[src/rtl/event_hdr_pkg.sv]
// ---------------------------------------------------------------------------
// event_hdr_pkg
// Shared definitions for the event header read side: default header length,
// the word offsets of the named header fields, and the readout FSM state
// encoding used by event_header_reader.
// ---------------------------------------------------------------------------
package event_hdr_pkg;

  localparam int HDR_WORDS_DEFAULT = 22;

  // Named header word offsets inside one buffer's header region
  localparam logic [5:0] HDR_SRC    = 6'h00;
  localparam logic [5:0] HDR_COUNT  = 6'h01;
  localparam logic [5:0] HDR_CLK_LO = 6'h02;
  localparam logic [5:0] HDR_CLK_HI = 6'h03;
  localparam logic [5:0] HDR_PPS    = 6'h04;
  localparam logic [5:0] HDR_VPHI   = 6'h06;
  localparam logic [5:0] HDR_HPHI   = 6'h07;
  localparam logic [5:0] HDR_ID_LO  = 6'h10;
  localparam logic [5:0] HDR_ID_HI  = 6'h11;
  localparam logic [5:0] HDR_LABID  = 6'h14;
  localparam logic [5:0] HDR_HOLDS  = 6'h15;

  typedef enum logic [2:0] {
    ST_IDLE    = 3'd0,
    ST_ISSUE   = 3'd1,
    ST_CAPTURE = 3'd2,
    ST_PRESENT = 3'd3,
    ST_CLEAR   = 3'd4
  } hdr_state_t;

endpackage

[src/rtl/hdr_buf_queue.sv]
// ---------------------------------------------------------------------------
// hdr_buf_queue
// Small synchronous FIFO holding the numbers of buffers whose headers are
// complete and waiting to be read out.
//   clk, rst_n     : clock, asynchronous active-low reset
//   push, push_dat : enqueue request and value (ignored when full unless a
//                    pop happens in the same cycle)
//   pop, pop_dat   : dequeue request; pop_dat shows the head entry
//   count          : registered number of stored entries
//   full, empty    : occupancy flags
// DEPTH must be a power of 2 (pointers wrap naturally), at least 2.
// ---------------------------------------------------------------------------
module hdr_buf_queue #(
  parameter int DEPTH = 4,
  parameter int WIDTH = 2
) (
  input  logic                     clk,
  input  logic                     rst_n,
  input  logic                     push,
  input  logic [WIDTH-1:0]         push_dat,
  input  logic                     pop,
  output logic [WIDTH-1:0]         pop_dat,
  output logic [$clog2(DEPTH):0]   count,
  output logic                     full,
  output logic                     empty
);

  localparam int PTR_W = $clog2(DEPTH);

  logic [WIDTH-1:0] mem [DEPTH];
  logic [PTR_W-1:0] wr_ptr;
  logic [PTR_W-1:0] rd_ptr;
  logic             wr_en;
  logic             rd_en;

  assign full    = (count == (PTR_W+1)'(DEPTH));
  assign empty   = (count == '0);
  assign pop_dat = mem[rd_ptr];

  // A push into a full queue is still accepted when the head leaves in the
  // same cycle, since the slot being written is the one just freed.
  assign wr_en = push & (~full | pop);
  assign rd_en = pop & ~empty;

  always_ff @(posedge clk or negedge rst_n) begin
    if (!rst_n) begin
      wr_ptr <= '0;
      rd_ptr <= '0;
      count  <= '0;
      for (int i = 0; i < DEPTH; i++) mem[i] <= '0;
    end else begin
      if (wr_en) begin
        mem[wr_ptr] <= push_dat;
        wr_ptr      <= wr_ptr + 1'b1;
      end
      if (rd_en) rd_ptr <= rd_ptr + 1'b1;
      case ({wr_en, rd_en})
        2'b10:   count <= count + 1'b1;
        2'b01:   count <= count - 1'b1;
        default: count <= count;
      endcase
    end
  end

endmodule

[src/rtl/event_header_reader.sv]
// ---------------------------------------------------------------------------
// event_header_reader
// Read side of the per-buffer event header RAM. Completed buffers (falling
// edge of the event generator's write strobe) are queued; each queued header
// is read word by word from the RAM and streamed to the host over a
// valid/ready handshake, followed by a one-cycle buffer-clear pulse.
//   clk33_i, rst_n_i        : readout clock, async active-low reset
//   event_wr_i              : generator write strobe (fall = header complete)
//   event_buffer_i          : buffer number, sampled while event_wr_i=1
//   ram_addr_o, ram_rd_o    : header RAM read port ({buffer, offset})
//   ram_dat_i               : RAM data, one cycle after ram_rd_o
//   hdr_dat_o/valid/last    : header word stream to the host
//   hdr_ready_i             : host accepts the presented word
//   buf_clear_o/_buf_o      : re-arm pulse and the buffer it applies to
//   pending_o               : queued headers not yet started
//   overflow_o              : sticky, a completion was lost to a full queue
// ---------------------------------------------------------------------------
module event_header_reader
  import event_hdr_pkg::*;
#(
  parameter int HDR_WORDS   = HDR_WORDS_DEFAULT,
  parameter int QUEUE_DEPTH = 4
) (
  input  logic        clk33_i,
  input  logic        rst_n_i,
  input  logic        event_wr_i,
  input  logic [1:0]  event_buffer_i,
  output logic [7:0]  ram_addr_o,
  output logic        ram_rd_o,
  input  logic [15:0] ram_dat_i,
  output logic [15:0] hdr_dat_o,
  output logic        hdr_valid_o,
  output logic        hdr_last_o,
  input  logic        hdr_ready_i,
  output logic        buf_clear_o,
  output logic [1:0]  buf_clear_buf_o,
  output logic [2:0]  pending_o,
  output logic        overflow_o
);

  localparam int         CNT_W    = $clog2(QUEUE_DEPTH) + 1;
  localparam logic [5:0] LAST_OFF = 6'(HDR_WORDS - 1);

  hdr_state_t       state;
  hdr_state_t       state_nxt;
  logic             wr_d;
  logic [1:0]       buf_d;
  logic             push_q;
  logic             pop;
  logic [1:0]       q_head;
  logic [CNT_W-1:0] q_count;
  logic             q_full;
  logic             q_empty;
  logic [1:0]       cur_buf;
  logic [5:0]       offset;

  // Completion detect: the strobe history starts at 0 out of reset so a strobe
  // held through reset cannot look like a fall. The push is registered, so it
  // lands in the queue one cycle after the fall is seen.
  always_ff @(posedge clk33_i or negedge rst_n_i) begin
    if (!rst_n_i) begin
      wr_d   <= 1'b0;
      buf_d  <= 2'b00;
      push_q <= 1'b0;
    end else begin
      wr_d   <= event_wr_i;
      if (event_wr_i) buf_d <= event_buffer_i;
      push_q <= wr_d & ~event_wr_i;
    end
  end

  hdr_buf_queue #(
    .DEPTH (QUEUE_DEPTH),
    .WIDTH (2)
  ) u_queue (
    .clk      (clk33_i),
    .rst_n    (rst_n_i),
    .push     (push_q),
    .push_dat (buf_d),
    .pop      (pop),
    .pop_dat  (q_head),
    .count    (q_count),
    .full     (q_full),
    .empty    (q_empty)
  );

  assign pending_o = 3'(q_count);

  // Overflow only when the push is actually dropped: full with no pop this cycle
  always_ff @(posedge clk33_i or negedge rst_n_i) begin
    if (!rst_n_i) overflow_o <= 1'b0;
    else if (push_q && q_full && !pop) overflow_o <= 1'b1;
  end

  always_ff @(posedge clk33_i or negedge rst_n_i) begin
    if (!rst_n_i) state <= ST_IDLE;
    else          state <= state_nxt;
  end

  always_comb begin
    state_nxt   = state;
    pop         = 1'b0;
    ram_rd_o    = 1'b0;
    buf_clear_o = 1'b0;
    case (state)
      ST_IDLE: begin
        if (!q_empty) begin
          pop       = 1'b1;
          state_nxt = ST_ISSUE;
        end
      end
      ST_ISSUE: begin
        ram_rd_o  = 1'b1;
        state_nxt = ST_CAPTURE;
      end
      ST_CAPTURE: state_nxt = ST_PRESENT;
      ST_PRESENT: begin
        if (hdr_ready_i) state_nxt = hdr_last_o ? ST_CLEAR : ST_ISSUE;
      end
      ST_CLEAR: begin
        buf_clear_o = 1'b1;
        state_nxt   = ST_IDLE;
      end
      default: state_nxt = ST_IDLE;
    endcase
  end

  // The address is formed from the registered buffer/offset pair, so it only
  // moves when a new header starts or the word loop advances.
  assign ram_addr_o      = {cur_buf, offset};
  assign buf_clear_buf_o = buf_clear_o ? cur_buf : 2'b00;

  // Word datapath: capture the RAM word the cycle its data is valid and hold
  // it until the host accepts; the offset never passes LAST_OFF.
  always_ff @(posedge clk33_i or negedge rst_n_i) begin
    if (!rst_n_i) begin
      cur_buf     <= 2'b00;
      offset      <= 6'd0;
      hdr_dat_o   <= 16'h0000;
      hdr_valid_o <= 1'b0;
      hdr_last_o  <= 1'b0;
    end else begin
      case (state)
        ST_IDLE: begin
          if (!q_empty) begin
            cur_buf <= q_head;
            offset  <= 6'd0;
          end
        end
        ST_CAPTURE: begin
          hdr_dat_o   <= ram_dat_i;
          hdr_valid_o <= 1'b1;
          hdr_last_o  <= (offset == LAST_OFF);
        end
        ST_PRESENT: begin
          if (hdr_ready_i) begin
            hdr_valid_o <= 1'b0;
            hdr_last_o  <= 1'b0;
            if (!hdr_last_o) offset <= offset + 6'd1;
          end
        end
        default: ;
      endcase
    end
  end

endmodule

[config.mk]
export PLATFORM = sky130hd
export DESIGN_NAME = event_header_reader
export DESIGN_NICKNAME = d
export VERILOG_FILES = /design/src/rtl/event_hdr_pkg.sv /design/src/rtl/hdr_buf_queue.sv /design/src/rtl/event_header_reader.sv
export SDC_FILE = /design/constraint.sdc
export NUM_CORES = 1
export LEC_CHECK = 0
export CAP_MARGIN = 0
export CELL_PAD_IN_SITES_DETAIL_PLACEMENT = 0
export CELL_PAD_IN_SITES_GLOBAL_PLACEMENT = 1
export CORE_ASPECT_RATIO = 1.4
export CORE_MARGIN = 1
export CORE_UTILIZATION = 39
export DETAILED_ROUTE_END_ITERATION = 10
export PLACE_DENSITY = 0.91
export SLEW_MARGIN = 20
export SYNTH_ARGS = -nofsm -noshare
export SYNTH_HDL_FRONTEND = slang
export SYNTH_SLANG_ARGS = --single-unit
[constraint.sdc]
create_clock -name clk33_i -period 2.45 [get_ports clk33_i]
set_input_delay 0.245 -clock clk33_i [delete_from_list [all_inputs] [get_ports clk33_i]]
set_output_delay 0.245 -clock clk33_i [all_outputs]
set_load 0.05 [all_outputs]
# Word-level counts from Yosys, hierarchy flattened
# Cells that the tools add are included.
# W data, S select, Z words.
# classes
n_addsub	5
magnitude_cmp	3
eq_ne	11
muxes	23
n_bitwise	9
n_reduce_logical	13
# ops
operator	count
$mux W6	3
$pmux W3 S4	1
$pmux W6 S2	1
$mux W3	3
$bwmux W8	1
$mux W2	4
$add A6 B1 Y6 const B	1
$eq A3 B2 Y1 const B	2
$eq A3 B3 Y1 const B	2
$eq A6 B5 Y1 const B	1
$ge A3 B3 Y1 const B	2
$logic_not A3 Y1	2
$ne A2 B2 Y1 const B	3
$not A2 Y3	2
$pmux W3 S2	1
$reduce_and A2 Y1	3
$reduce_bool A2 Y1	3
$mux W1	5
$add A2 B1 Y2 const B	2
$bmux W2 S2	1
$demux W2 S2	1
$pmux W1 S2	2
$reduce_and A4 Y1	1
$add A3 B1 Y3 const B	1
10 further kinds	16
# word_totals
register_bits	49
out_inout_bits	34
word_cells	81

# Depth between registers and ports, before layout
# Gate-level depths: netlist of the first run.
# depth
depth_word	7
depth_mapped	11

# Hierarchy
# From an unflattened synthesis of the first run, not the netlist that was laid out.
# unflattened
cells_unflattened	178
hier_area_um2	2298.5
# modules_own_cells
module	n_inst	cells_each	area_each_um2
event_header_reader	1	119	1516.5
hdr_buf_queue	1	59	782.0

# Worst setup path after synthesis of the first run
# OpenSTA, ideal clock, no wires.
# synth_path
kind	register to register
startpoint	reg u_queue.count[2]
endpoint	reg u_queue.count[2]
setup_time_ns	0.082
arrival_time_ns	2.314
required_ns	2.368
path_slack_ns	0.053
path_stages_with_launch	10
path_buffers	0
period_less_slack_ns	2.397
path_cell_list	dfrtp_1 nor3b_4 a21boi_4 inv_1 ha_1 inv_1 fa_1 xor2_1 nor2_1 xor2_1
# synth_between
elab_chain_len	7
# synth_lines
element	line_no	source
start: declaration	hdr_buf_queue.sv:23	output logic [$clog2(DEPTH):0] count,
start signal: assignment	hdr_buf_queue.sv:58	2'b10: count <= count + 1'b1;
start signal: assignment	hdr_buf_queue.sv:59	2'b01: count <= count - 1'b1;
start signal: assignment	hdr_buf_queue.sv:60	default: count <= count;
$logic_not A3 Y1	hdr_buf_queue.sv:37	assign empty = (count == '0);
$mux W1	event_header_reader.sv:107	if (!q_empty) begin
$mux W1	event_header_reader.sv:105	case (state)
$or A1 B1 Y1	hdr_buf_queue.sv:42	assign wr_en = push & (~full | pop);
$and A1 B1 Y1	hdr_buf_queue.sv:42	
$eq A2 B1 Y1 / $eq A2 B2 Y1 (equally long branches)	hdr_buf_queue.sv:57	case ({wr_en, rd_en})
$pmux W3 S2 / $reduce_bool A2 Y1 (equally long branches)	--	
# Parallel ways exist; a longest one is shown, timed or not.
# A chain may end at the register's enable or synchronous reset.

# Worst setup path in the final report of the first run
# layout_path
startpoint	reg state[1]
endpoint	out buf_clear_buf_o[1]
# layout_between
elab_chain_len	3
# layout_lines
element	line_no	source
start: declaration	event_header_reader.sv:44	hdr_state_t state;
start signal: assignment	event_header_reader.sv:97	else state <= state_nxt;
$eq A3 B3 Y1	event_header_reader.sv:105	
$mux W1	event_header_reader.sv:105	
$mux W2	event_header_reader.sv:131	assign buf_clear_buf_o = buf_clear_o ? cur_buf : 2'b00;
end: declaration	event_header_reader.sv:36	output logic [1:0] buf_clear_buf_o,
# No other way between the ends.

==> results of run 1 <==
[routing by layer]
layer	routed length [um]	global-route usage [%]
met1	1690	18.1
met2	2260	26.4
met3	177	3.82
met4	55	5.50
met5	0	0
[cell usage after synthesis]
| cell | instances | area share (%) |
|---|---|---|
| buf_6 | 4 | 2.0 |
| nand4_1 | 1 | 0.28 |
| or3_1 | 1 | 0.28 |
| a2bb2oi_1 | 1 | 0.38 |
| nand2b_1 | 3 | 0.82 |
| inv_1 | 10 | 1.6 |
| nor3b_2 | 1 | 0.55 |
| and4b_1 | 1 | 0.44 |
| nor2b_1 | 2 | 0.55 |
| ha_1 | 7 | 3.8 |
| a31oi_1 | 6 | 1.6 |
| xnor2_1 | 2 | 0.77 |
| nor3_1 | 2 | 0.44 |
| and3b_1 | 1 | 0.38 |
| mux2_2 | 17 | 8.4 |
| a32o_1 | 1 | 0.44 |
| nor3_2 | 1 | 0.44 |
| clkbuf_1 | 1 | 0.16 |
| a31o_2 | 1 | 0.38 |
| o22ai_1 | 1 | 0.28 |
| xor2_1 | 4 | 1.5 |
| dfrtp_1 | 49 | 54 |
| a21boi_4 | 1 | 0.82 |
| mux4_2 | 2 | 2.0 |
| o221ai_1 | 1 | 0.38 |
| nor3b_4 | 1 | 0.82 |
| fa_1 | 1 | 0.88 |
| a21oi_2 | 3 | 1.2 |
| nor2_1 | 4 | 0.66 |
| mux2i_1 | 1 | 0.44 |
| nor4bb_1 | 1 | 0.44 |
| mux2_1 | 12 | 5.9 |
| a21oi_4 | 1 | 0.71 |
| a21o_1 | 1 | 0.33 |
| nor2_4 | 1 | 0.49 |
| nand3_1 | 1 | 0.22 |
| and3_1 | 5 | 1.4 |
| nand2_1 | 8 | 1.3 |
| o21ai_0 | 2 | 0.44 |
| o2bb2ai_2 | 1 | 0.66 |
| and2_1 | 5 | 1.4 |
[area by class of cell]
type,instances,area (sq um),area share (%)
multi-input cells,105,963,31.7
clock inverters,2,38.8,1.28
well taps,68,85.1,2.80
flip-flops and latches,49,1230,40.3
clock buffers,6,72.6,2.39
inverters,10,37.5,1.24
repair buffers,64,616,20.3
[what timing repair did]
action                                 CTS  global route
setup buffers                            0             0
endpoints found under the hold margin   10             0
hold buffers                             1             0
[through the flow]
stage	setup slack [ns]	hold WS (ns)	total power, mW	std cells
2_1_floorplan	0.0535	-0.0506	3.06	169
3_3_place_gp	0.310	0.131	3.77	295
3_5_place_dp	0.256	0.129	3.82	295
4_1_cts	0.149	0.335	4.40	304
5_1_grt	0.0843	0.344	4.61	304
6_report	0.178	0.335	4.34	304
[state kept, by name (all words and copies together), names as in the netlist]
signal          flops
u_queue.mem         8
wr_d                1
hdr_valid_o         1
overflow_o          1
u_queue.rd_ptr      2
push_q              1
cur_buf             2
buf_d               2
hdr_dat_o          16
u_queue.count       3
hdr_last_o          1
state               3
u_queue.wr_ptr      2
offset              6
[worst max path at each step]
| stage | startpoint | to | cells past startpoint |
|---|---|---|---|
| 2_1_floorplan | u_queue.count[2] | u_queue.count[2] | 9 |
| 3_3_place_gp | state[1] | u_queue.count[2] | 8 |
| 3_5_place_dp | state[1] | u_queue.count[2] | 8 |
| 4_1_cts | state[1] | buf_clear_buf_o[1] | 4 |
| 5_1_grt | state[1] | u_queue.count[2] | 8 |
| 6_report | state[1] | buf_clear_buf_o[1] | 4 |
[power breakdown]
group          switching [mW]  internal (mW)
Sequential              0.264           1.17
Combinational            1.40          0.949
Clock                   0.262          0.306
[worst max-delay path, delay by kind of cell (launching register included)]
kind	cells	cell delay (ns)
DFF	1	0.38
and+or+nand+nor	2	0.40
buffers and inverters	2	0.95
[cell families after synthesis]
logic type	Yosys count	share of synthesized area, %
flops	49	53.9
simple gates	39	10.9
mux	32	16.8
compound gates	20	7.64
buf+inv	15	3.79
fa+ha+maj	8	4.73
xor+xnor	6	2.31
==> impl_results.md, run 1 <==
- Status: completed
- GRT Util Overall: 15.4%
- Endpoint class of the critical path: output pin
- Mapped Cells: 169
- Endpoint arrival time on the critical path: about 2 ns
- Layout cells sized above 1: between 10% and 20%
- Critical-path top delay cell: clkdlybuf4s50_1
- Post-Route WL: approximately 4.2 mm
- Gpl congestion: slightly below 0.8
- Synth Register Bits: 49
- Initial DRC Count: 35
- Sequential area share after synthesis: a little over half
- Reg2reg path depth: 8
- Antenna cell count: 0
- CTS resizes: 0
- Leakage: 1.31 nW
- Syn nets: roughly 200
- Fin. max-slew vios: 0
- Yosys warns: 0
- CTS root buf: clkbuf_8
- DR DRC count: 0
- Fmax: ~0.44 GHz
- I/O Buffers: 55
- Largest net degree at the start of global routing: 40
- Crit path largest cell delay: about 0.80 ns
- Avg Vias per Cell: between 5 and 6
- Synthesized area: between 2000 and 2500 sq um
- Worst Hold Class: in2async
- Row cnt: 32
- Reg2Reg Setup Slack: ~0.26 ns
- I/O pin cnt: 56
- Clock sink count: slightly below 50
- DP Wirelength: 3.17 mm
- Grt total ovfl: 0
- RSZ-0062 raised after global routing: false
- Layout fillers: ~500
- RR Startpoint: state[1]
- Most frequent cells in the layout: clkdlybuf4s50_1, dfrtp_1, mux2_2, mux2_1, inv_1
- Cells along the critical path: buf_4 > nor2_1 > and3_1 > clkdlybuf4s50_1
- Unique masters post-synth: between 40 and 50
- Die ar.: slightly above 6000 sq um
- Skew final: around 0.0065 ns
- Post-DP Area: a little under 3000 sq um
- Worst Tran Pin Value: a little over 0.5 ns
- Crit Path Class: reg2out
- Crit share post-route: 92.7%
- Startpoint Class: flop
- Chip width: between 60 and 70 um
- Finished Cell Area: approximately 3000 sq um
- Max cap viols: 0
- Data required, critical path: between 2 and 2.5 ns
- Via count: 1530
- First-pass GRT wire length: 7.20 mm
- Clock slew at reported path FFs: ~0.09 ns
- Util after Layout: 54.6%
- Final nets: around 270
- Initial antenna violation count: 0
- Crit-path max FO: 7
- DR pass1 iterations: 4
- Area delta synth->final: 33.5%
- Worst slew margin: between 60 and 70%
- WL/cell: between 10 and 15 um
- Worst R2R End: u_queue.count[2]
- # setup viols final: 0
- Initial core utilization: 40.9%
- TNS Setup: 0 ns
- Commonest non-fill, non-tap cell in the layout: clkdlybuf4s50_1
- Worst-Skew Late Latency: about 0.3 ns
- Pwr/cell area: 1430 nW/um^2
- Inserted Clock Buffers: 5
- Clk buf depth: 2
- CTS H-tree lvls: 2
- Core Area: 5570 sq um
- Avg Inst Size Synth: 13.5 sq um
- CTS tree: built
- Final Hold Fails: 0
- Antenna Nets Post-Route: 0
- Peak VDD IR: between 0.6 and 0.7 mV
- Min cycle time layout: between 2 and 2.5 ns
- Vias in the first global route: 1588
- Die extent in y: roughly 92 um
No activity file was read; power rests on OpenSTA's default activity.
==> run 2: changes to the inputs <==
--- a/config.mk
+++ b/config.mk
@@ -8,8 +8,7 @@
 export CAP_MARGIN = 0
 export CELL_PAD_IN_SITES_DETAIL_PLACEMENT = 0
 export CELL_PAD_IN_SITES_GLOBAL_PLACEMENT = 1
-export CORE_ASPECT_RATIO = 1.4
-export CORE_MARGIN = 1
+export CORE_MARGIN = 5
 export CORE_UTILIZATION = 39
 export DETAILED_ROUTE_END_ITERATION = 10
 export PLACE_DENSITY = 0.91
==> run 2 against run 1 <==
Against the previous run: flip-flop and latch count unchanged; routed wire length is 5.2% higher; non-clock buffer count decreased by 4; combinational power is 2% lower; sequential share of layout area rose by 0.28 points; fmax about the same; critical path type is now reg2reg; critical endpoint is now u_queue.count[2]; largest cell class unchanged; highest routed layer unchanged.
==> impl_results.md, run 2 (synthesized netlist as in run 1, its figures left out) <==
- DR DRC count: 0
- First-pass GRT wire length: around 7.4 mm
- CTS Hold Buffers Added: 0
- Pre-CTS setup slack: approximately 0.19 ns
- Endpoint class of the critical path: flop
- Row cnt: 27
- Final WS setup: 0.178 ns
- Data required, critical path: about 2.7 ns
- Fmax: between 0.4 and 0.5 GHz
- Clk buf depth: 2
- Most frequent cells in the layout: clkdlybuf4s50_1, dfrtp_1, mux2_2, mux2_1, inv_1
- Worst Tran Pin Value: a little over 0.6 ns
- Area delta synth->final: 32.6%
- Fin. max-slew vios: 0
- Number of setup buffers added after CTS: 0
- Met2 Use GR: 19.5%
- # setup viols final: 0
- DR pass1 iterations: 5
- GRT Util Overall: 12.4%
- WL/cell: around 14 um
- Status: completed
- Largest net degree at the start of global routing: 50
- Clock sink count: 49
- Leakage: 1.30 nW
- Clock slew at reported path FFs: 0.10 ns
- Worst slew margin: around three fifths
- Final Hold Fails: 0
- Avg Vias per Cell: about 5.0
- Endpoint arrival time on the critical path: about 2.5 ns
- RSZ-0062 raised after global routing: false
- Min cycle time layout: between 2 and 2.5 ns
- Inserted Clock Buffers: 5
- Via count: between 1500 and 2000
- Die ar.: about 7500 sq um
- Worst-Skew Late Latency: about 0.30 ns
- Final nets: around 260
- DP Wirelength: between 3 and 4 mm
- Core Area: ~5600 sq um
- Antenna Nets Post-Route: 0
- Pwr/cell area: approximately 1400 nW/um^2
- CTS H-tree lvls: 2
- Gpl congestion: between 0.7 and 0.8
- I/O Buffers: 55
- TNS Setup: 0 ns
- Met3 global-route usage: under 10%
- Initial DRC Count: 46
- Post-Route WL: 4.40 mm
- Most flop-heavy register: hdr_dat_o
- Chip width: between 80 and 90 um
- Most used routing layer: met2
- Met1 global-route usage: about 16%
- Grt total ovfl: 0
- Worst Hold Class: in2async
- Skew final: approximately 0.014 ns
- CTS tree: built
- Antenna cell count: 0
- Crit-path max FO: 8
- Initial antenna violation count: 0
- Crit share post-route: ~93%
- Initial core utilization: about two fifths
- Crit Path Class: reg2reg
- I/O pin cnt: 56
- Die extent in y: between 80 and 90 um
- CTS resizes: 0
- Biggest regs: hdr_dat_o: 16 flops, u_queue.mem: 8 flops, offset: 6 flops
- CTS root buf: clkbuf_8
- Layout fillers: approximately 480
- Layout cells sized above 1: about a fifth
- Max cap viols: 0
- Startpoint Class: flop
- Vias in the first global route: between 1500 and 2000
- Commonest non-fill, non-tap cell in the layout: clkdlybuf4s50_1
- Peak VDD IR: between 0.8 and 0.9 mV
- Max reg flops: 16
[run 2: area by class of cell]
type                            count  area, sq um  area share, %
Multi-Input combinational cell    105          963           31.9
Timing Repair Buffer               60          583           19.3
Tap cell                           72         90.1           2.99
Sequential cell                    49         1230           40.6
Inverter                           10         37.5           1.24
Clock buffer                        5         68.8           2.28
Clock inverter                      3         48.8           1.62
[run 2: per-stage QoR]
stage	power, mW	instances	cell area, sq um	hold slack (ns)	utilization [%]
2_1_floorplan	3.06	169	2280	-0.0506	-
3_3_place_gp	3.76	296	2900	0.391	52.0
3_5_place_dp	3.80	296	2900	0.387	52.0
4_1_cts	4.41	304	3020	0.0493	54.1
5_1_grt	4.62	304	3020	0.0757	54.1
6_report	4.35	304	3020	0.0254	54.1
[run 2: critical path: stages (launching register included)]
cell and delay (ns):
dfrtp_1 0.45, or3_1 0.52, nor2_4 0.17, ha_1 0.20
inv_1 0.06, fa_1 0.37, xor2_1 0.16, nor2_1 0.11
xor2_1 0.14
[run 2: worst paths after layout]
kind                            startpoint                to  slack, ns  cells after the start
worst max-delay path              state[1]  u_queue.count[2]       0.18                      8
worst min-delay path               rst_n_i    u_queue.mem[7]       0.03                      2
worst max register to register    state[1]  u_queue.count[2]       0.18                      8
worst min register to register        wr_d            push_q       0.47                      1
max in group asynchronous          rst_n_i         offset[4]       2.00                      2
min in group clk33_i                  wr_d            push_q       0.47                      1
[run 2: per-layer routing]
metal / up-vias / part of all wire, %
met4: 0 / 1.3
met1: 757 / 46
met2: 39 / 47
li1: 715 / -
met3: 5 / 6.0
met5: - / 0
[run 2: power breakdown]
| group | internal, mW | leakage (nW) | switching [mW] |
|---|---|---|---|
| Combinational | 0.920 | 0.652 | 1.39 |
| Clock | 0.311 | 0.0563 | 0.285 |
| Sequential | 1.16 | 0.587 | 0.287 |
